`src/rtl/mc_status_display.sv`:
```
// Status display for the multi-cycle CPU controller: snapshots the controller
// status once per scan frame and drives a 4-digit, active-low, time-multiplexed
// 7-segment display. Also counts retired instructions (stage returning to IF).
module mc_status_display #(
   parameter int SCAN_DIV     = 50000,
   parameter int BLINK_FRAMES = 8
) (
   input  logic       clk,
   input  logic       rst,
   input  logic [3:0] state,
   input  logic [3:0] insn_type,
   input  logic [3:0] insn_code,
   input  logic [2:0] insn_stage,
   output logic [3:0] an,
   output logic [6:0] seg,
   output logic       dp,
   output logic [7:0] retire_cnt
);

   localparam logic [15:0] SCAN_LAST   = 16'(SCAN_DIV - 1);
   localparam logic [7:0]  FRAME_LAST  = 8'(BLINK_FRAMES - 1);
   localparam logic [6:0]  GLYPH_DASH  = 7'b0111111;
   localparam logic [6:0]  GLYPH_BLANK = 7'b1111111;

   logic [15:0] scan_cnt;
   logic [1:0]  idx;
   logic [7:0]  frame_cnt;
   logic        blink;
   logic [3:0]  snap_state;
   logic [3:0]  snap_type;
   logic [3:0]  snap_code;
   logic [2:0]  snap_stage;
   logic        digit_end;
   logic        frame_end;
   logic [3:0]  digit_val;
   logic        digit_ok;
   logic [6:0]  glyph;

   assign digit_end = (scan_cnt == SCAN_LAST);
   assign frame_end = digit_end && (idx == 2'd3);

   function automatic logic [6:0] hex_glyph(input logic [3:0] v);
      case (v)
         4'h0:    hex_glyph = 7'b1000000;
         4'h1:    hex_glyph = 7'b1111001;
         4'h2:    hex_glyph = 7'b0100100;
         4'h3:    hex_glyph = 7'b0110000;
         4'h4:    hex_glyph = 7'b0011001;
         4'h5:    hex_glyph = 7'b0010010;
         4'h6:    hex_glyph = 7'b0000010;
         4'h7:    hex_glyph = 7'b1111000;
         4'h8:    hex_glyph = 7'b0000000;
         4'h9:    hex_glyph = 7'b0010000;
         4'hA:    hex_glyph = 7'b0001000;
         4'hB:    hex_glyph = 7'b0000011;
         4'hC:    hex_glyph = 7'b1000110;
         4'hD:    hex_glyph = 7'b0100001;
         4'hE:    hex_glyph = 7'b0000110;
         default: hex_glyph = 7'b0001110;
      endcase
   endfunction

   // Per-digit dwell counter and digit index; idx advances on each dwell wrap.
   always_ff @(posedge clk or posedge rst) begin
      if (rst) begin
         scan_cnt <= '0;
         idx      <= '0;
      end else if (digit_end) begin
         scan_cnt <= '0;
         idx      <= idx + 2'd1;
      end else begin
         scan_cnt <= scan_cnt + 16'd1;
      end
   end

   // Frame-boundary work: snapshot load, retire detection and blink timebase.
   always_ff @(posedge clk or posedge rst) begin
      if (rst) begin
         snap_state <= '0;
         snap_type  <= '0;
         snap_code  <= '0;
         snap_stage <= '0;
         retire_cnt <= '0;
         frame_cnt  <= '0;
         blink      <= 1'b1;
      end else if (frame_end) begin
         snap_state <= state;
         snap_type  <= insn_type;
         snap_code  <= insn_code;
         snap_stage <= insn_stage;
         // A retire is any transition from a non-IF stage (valid or not) back to IF.
         if (snap_stage != 3'd0 && insn_stage == 3'd0)
            retire_cnt <= retire_cnt + 8'd1;
         if (frame_cnt == FRAME_LAST) begin
            frame_cnt <= '0;
            blink     <= ~blink;
         end else begin
            frame_cnt <= frame_cnt + 8'd1;
         end
      end
   end

   // Select the snapshot field for the current digit and decide its glyph.
   always_comb begin
      digit_val = snap_state;
      digit_ok  = 1'b1;
      case (idx)
         2'd0: begin
            digit_val = snap_state;
            digit_ok  = 1'b1;
         end
         2'd1: begin
            digit_val = {1'b0, snap_stage};
            digit_ok  = (snap_stage <= 3'd4);
         end
         2'd2: begin
            digit_val = snap_code;
            digit_ok  = (snap_code <= 4'd7);
         end
         default: begin
            digit_val = snap_type;
            digit_ok  = (snap_type <= 4'd3);
         end
      endcase
      glyph = digit_ok ? hex_glyph(digit_val) : (blink ? GLYPH_DASH : GLYPH_BLANK);
   end

   // Registered pin drivers, one cycle behind idx.
   always_ff @(posedge clk or posedge rst) begin
      if (rst) begin
         an  <= 4'b1111;
         seg <= GLYPH_BLANK;
         dp  <= 1'b1;
      end else begin
         an  <= ~(4'b0001 << idx);
         seg <= glyph;
         dp  <= ~((idx == 2'd0) && retire_cnt[0]);
      end
   end

endmodule

```
`config.mk`:
```
export PLATFORM = sky130hd
export DESIGN_NAME = mc_status_display
export DESIGN_NICKNAME = d
export VERILOG_FILES = /design/src/rtl/mc_status_display.sv
export SDC_FILE = /design/constraint.sdc
export NUM_CORES = 1
export LEC_CHECK = 0
export CAP_MARGIN = 0
export CORE_MARGIN = 4
export CORE_UTILIZATION = 35
export DETAILED_ROUTE_END_ITERATION = 8
export SYNTH_ARGS = -nofsm -noshare
export SYNTH_HDL_FRONTEND = slang
export SYNTH_SLANG_ARGS = --single-unit
```
`constraint.sdc`:
```
create_clock -name clk -period 5.7 [get_ports clk]
set_clock_uncertainty 0.1 [all_clocks]
set_input_delay 1.71 -clock clk [delete_from_list [all_inputs] [get_ports clk]]
set_output_delay 1.71 -clock clk [all_outputs]
set_load 0.02 [all_outputs]
```
After elaboration in Yosys (flattened, before gate mapping)

Memories as Yosys holds them, arrays and structs flattened.
Cells that the tools add are included.
Widths: inputs -> output; s select.

Memories: 1
ROM bits: 112
Word-level logic and storage cells: 43
Flip-flop bits (word level): 62

Shift operators: 1
$add $sub $neg: 4
Equal/unequal tests: 5
Multiplexer cells: 6
Reduce and logical (&&, ||, !) cells: 8
Order comparisons: 3
Bitwise gates (word level): 3

Memories:

| name             | depth | bits a word | read ports | clocked after Yosys merged registers in | wr ports | RTL line | text |
|---|---|---|---|---|---|---|---|
| (name not given) | 16    | 7           | 1          | 0                                       | 0        | 43       | `case (v)` |

Operators by type and width:

| cell                  | count |
|---|---|
| $add 16x1->16 const B | 1 |
| $add 8x1->8 const B   | 2 |
| $eq 16x16->1 const B  | 1 |
| $mux 16               | 1 |
| $mux 7                | 2 |
| $pmux 4 s3            | 1 |
| $eq 8x3->1 const B    | 1 |
| $mux 8                | 1 |
| $eq 2x2->1 const B    | 2 |
| $le 4x2->1 const B    | 1 |
| $le 4x3->1 const B    | 1 |
| $not 4->4             | 1 |
| $reduce_and 2->1      | 2 |
| $shl 1x2->4 const A   | 1 |
| $le 3x3->1 const B    | 1 |
| $logic_and 1x1->1     | 3 |
| $logic_not 3->1       | 1 |
| $pmux 1 s3            | 1 |
| $reduce_bool 3->1     | 1 |
| $add 2x1->2 const B   | 1 |
| $eq 2x1->1 const B    | 1 |
| $logic_not 2->1       | 1 |
| $not 1->1             | 2 |

Logic depth before layout (Yosys ltp)

An unclocked memory read counts as a cell.

Depth after elaboration: 4
Mapped depth: 10
Gate-level depth less buffers: 9

Least setup slack after synthesis

No wires, ideal clock.

Path type: input to register
Start: in insn_stage[0]
End: reg retire_cnt[5]
Path slack: 2.730 ns
Data arrival time: 2.791 ns
Setup time: 0.080 ns
Cell stages on the path: 3
Path through: or4_1 > nor4_1 > xor2_1

Longest elaborated chain between the ends: 3

RTL lines:

| element                    | RTL line | text |
|---|---|---|
| from (decl)                | 13       | `input logic [2:0] insn_stage,` |
| $logic_not 3->1            | 92       | `if (snap_stage != 3'd0 && insn_stage == 3'd0)` |
| $logic_and 1x1->1          | 92       |  |
| $reduce_and 2->1 (no line) | -        |  |
| to (signal assigned)       | 93       | `retire_cnt <= retire_cnt + 8'd1;` |
| to (decl)                  | 17       | `output logic [7:0] retire_cnt` |

Every way passes these cells.
A chain may end at the register's enable or synchronous reset.

Final worst setup path

Start: reg retire_cnt[0]
End: out retire_cnt[0]

No word-level cell between the ends.

==> impl_results.md <==
* Layout cell share with drive strength beyond 1 at 10.9%
* CTS tree: built
* Initial Util at between 30% and 40%
* Area growth syn-to-layout at 22.0%
* Slowest cell delay on critical path at 660 ps
* Multi-input gate area at 0.00145 mm^2
* WP data arrival at 1480 ps
* Fillers at about 850
* CP Launch Type: flip-flop
* Mapped Cells at 305
* Share of the synthesized area in the top cell type at between 30% and 40%
* Worst-path cell chain: clkdlybuf4s50_1
* Top cells by count, synth: nand2_1 (59), dfrtp_1 (49), xor2_1 (16)
* Post-synthesis mux area share at 1.96%
* Worst-path maximum fanout at 7
* Family with the most delay on the worst path: buffers and inverters
* Clock sinks at 62
* Synth Area in Simple Gates at 23.0%
* ANT cells at 0
* Setup bufs post-CTS at 0
* Cts hold-fix bufs at 0
* Slowest CP cell: clkdlybuf4s50_1
* Status: finished, final reports clean
* Global-route wire length before repair at 10800 um
* Largest net degree at the start of global routing at 34
* CTS clk-pin slew, worst paths at 70 ps
* Power Density at 245 mW/mm^2
* Final hold viol count at 0
* WHS Endpoint: scan_cnt[0]
* Worst hold path type: flip-flop to flip-flop
* Predominant post-synthesis flop cell: dfrtp_1
* Gr ovfl total at 0
* Syn Area/Cell at 10.2 um^2
* Die area at between 0.01 and 0.015 mm^2
* Rows at 34
* Area leader, netlist: dfrtp_1
* Synth cell types at 54
* Maximum vdd drop at 0.000114 V
* CTS buffer count at 9
* Seq/Total Area, Yosys at 50.2%
* Sequential Area at approximately 0.0016 mm^2
* Slew Limit Fails at 0
* Drt pass-1 iters at 4
* Seq cells post-synth at 62
* Dpl hpwl at approximately 4500 um
* Peak Freq at 0.304 GHz
* Vias in the first global route at 2237
* Worst slew margin at 46.4%
* Die W at 102 um
* Part of the cycle the worst path needs at 57.7%
* DIE HEIGHT at 102 um
* Largest cells by area after synthesis: dfrtp_1 (39%), dfstp_2 (11%), nand2_1 (7.1%)
* Syn Std Cell Area at 0.00312 mm^2
* Count leader, synth: nand2_1
* Hold_sp: scan_cnt[0]
* Routability Congestion at 0.832
* Skew-Pair Late Insertion Delay at 340 ps
* Worst Path Buf+Inv at 1
* Fin Setup TNS at 0 ps
* Antenna-violating nets left at 0
* CP required at 3890 ps
* Reg2reg setup slack at 3010 ps
* Asr flop ratio synth at 100%
* R2R Path Start: idx[0]
* Post-Synth Adder-Cell Area at 5.61%
* Clock Tree Buf Depth at 2
* Largest family of logic cells by synthesized area: simple AND/OR/NAND/NOR gates
* Port bufs at 36
* Initial antenna violation count at 0
* # IOs at 37
* Nets at 375
* Htree depth at 3
* Core area at 0.00872 mm^2
* Worst-case reg-to-reg path depth at 9
* Synth warn at 0
* Worst Hold Depth at 1
* Min Tclk post-route at about 3300 ps
* Synth Area in XOR/XNOR at 6.73%
* Routed vias/inst at approximately 5.0
* GR Util All Layers at 13.4%
* RSZ-0062 raised after global routing: false
* Root Driver: clkbuf_8
* Final setup vio count at 0
* Number of synthesized flops with an enable pin at 0
* Post-synthesis compound-gate area fraction at 9.02%
* Power Total at 0.933 mW
* WL/cell at 14.0 um
* Via count at 2293
* Setup crit end kind: output pin
* Post-cts sizing count at 0
* Starting DRT DRC Count at 142
* Max-cap violations at 0
* Worst R2R End: seg[3]
* Drt total wl at ~6400 um
* Pleak at 1.67 nW
* Critical path class: flip-flop to output pin
* DRC viols at 0
* Net Count, Synth at ~340
* Slew @ Worst Pin at 805 ps
==> final cells by class <==
cell class / instances / share of cell area [%]
clock buffers: 10 / 3.35
clock inverters: 6 / 2.89
inverters: 15 / 1.48
multi-input cells: 219 / 37.9
flip-flops and latches: 62 / 41.1
well taps: 108 / 3.55
repair buffers: 37 / 9.66
==> state kept, by name (all words and copies together) (netlist names) <==
name	flops
scan_cnt	16
snap_state	4
retire_cnt	8
blink	1
dp	1
idx	2
seg	7
snap_code	4
snap_type	4
an	4
snap_stage	3
frame_cnt	8
==> per-layer routing <==
layer / GRT usage (%) / vias to the layer above / wire length [um]
met3: 3.48 / 11 / 296
met2: 19.8 / 44 / 2800
met5: 0 / - / 0
met4: 6.66 / 0 / 156
li1: - / 1143 / -
met1: 18.1 / 1095 / 3130
==> cell families after synthesis <==
family / after synthesis
flip-flops: 62
adder cells (fa/ha/maj): 14
AND/OR/NAND/NOR: 134
buffers and inverters: 24
multiplexers: 6
XOR/XNOR: 24
AO/OA/AOI/OAI: 41
==> metrics by stage <==
step           hold WS, ps  setup slack (ps)  utilization (%)  cell area [um^2]  cells
2_1_floorplan          322              2370                -              3120    305
3_3_place_gp           341              2230             41.0              3570    441
3_5_place_dp           350              2150             41.0              3570    441
4_1_cts                360              2380             43.7              3810    457
5_1_grt                379              2330             43.7              3810    457
6_report               352              2410             43.7              3810    457
==> power breakdown <==
group	switching, mW	internal (mW)	total (mW)
combinational	0.0136	0.0132	0.0268
sequential	0.00162	0.442	0.443
clock	0.174	0.290	0.463
total	0.189	0.745	0.933
==> placed cells by master (no fill, tap or decap), types with 2 or more instances in the layout <==
cell,netlist,layout
xnor2_1,8,8
o21a_1,2,2
clkbuf_8,0,9
o221ai_1,3,3
dfrtp_1,49,49
ha_1,14,14
and4bb_2,2,2
a211oi_1,4,4
a21o_1,2,2
inv_1,15,14
nor2b_1,6,6
a22oi_1,3,3
clkdlybuf4s50_1,0,36
and3_1,3,3
nand2b_1,2,2
clkinvlp_4,0,2
or3_1,3,3
bufinv_16,0,3
nand2_1,59,59
nor4_1,4,4
nor3_1,9,9
nand3_1,14,14
and2_1,3,3
and4_1,2,2
xor2_1,16,16
nand4_1,5,5
or4bb_1,2,2
mux2i_1,5,5
a21oi_1,7,7
dfstp_2,13,13
nor2_1,11,11
o21ai_0,8,8
==> worst max path at each step <==
stage / startpoint / end / cells after the start
floorplan: rst / frame_cnt[0] / 1
global placement: insn_stage[0] / retire_cnt[5] / 4
detailed placement: insn_stage[0] / retire_cnt[7] / 4
CTS: retire_cnt[0] / retire_cnt[0] / 1
global route: retire_cnt[0] / retire_cnt[0] / 1
finish: retire_cnt[0] / retire_cnt[0] / 1
(Power assumes the default switching activity.)
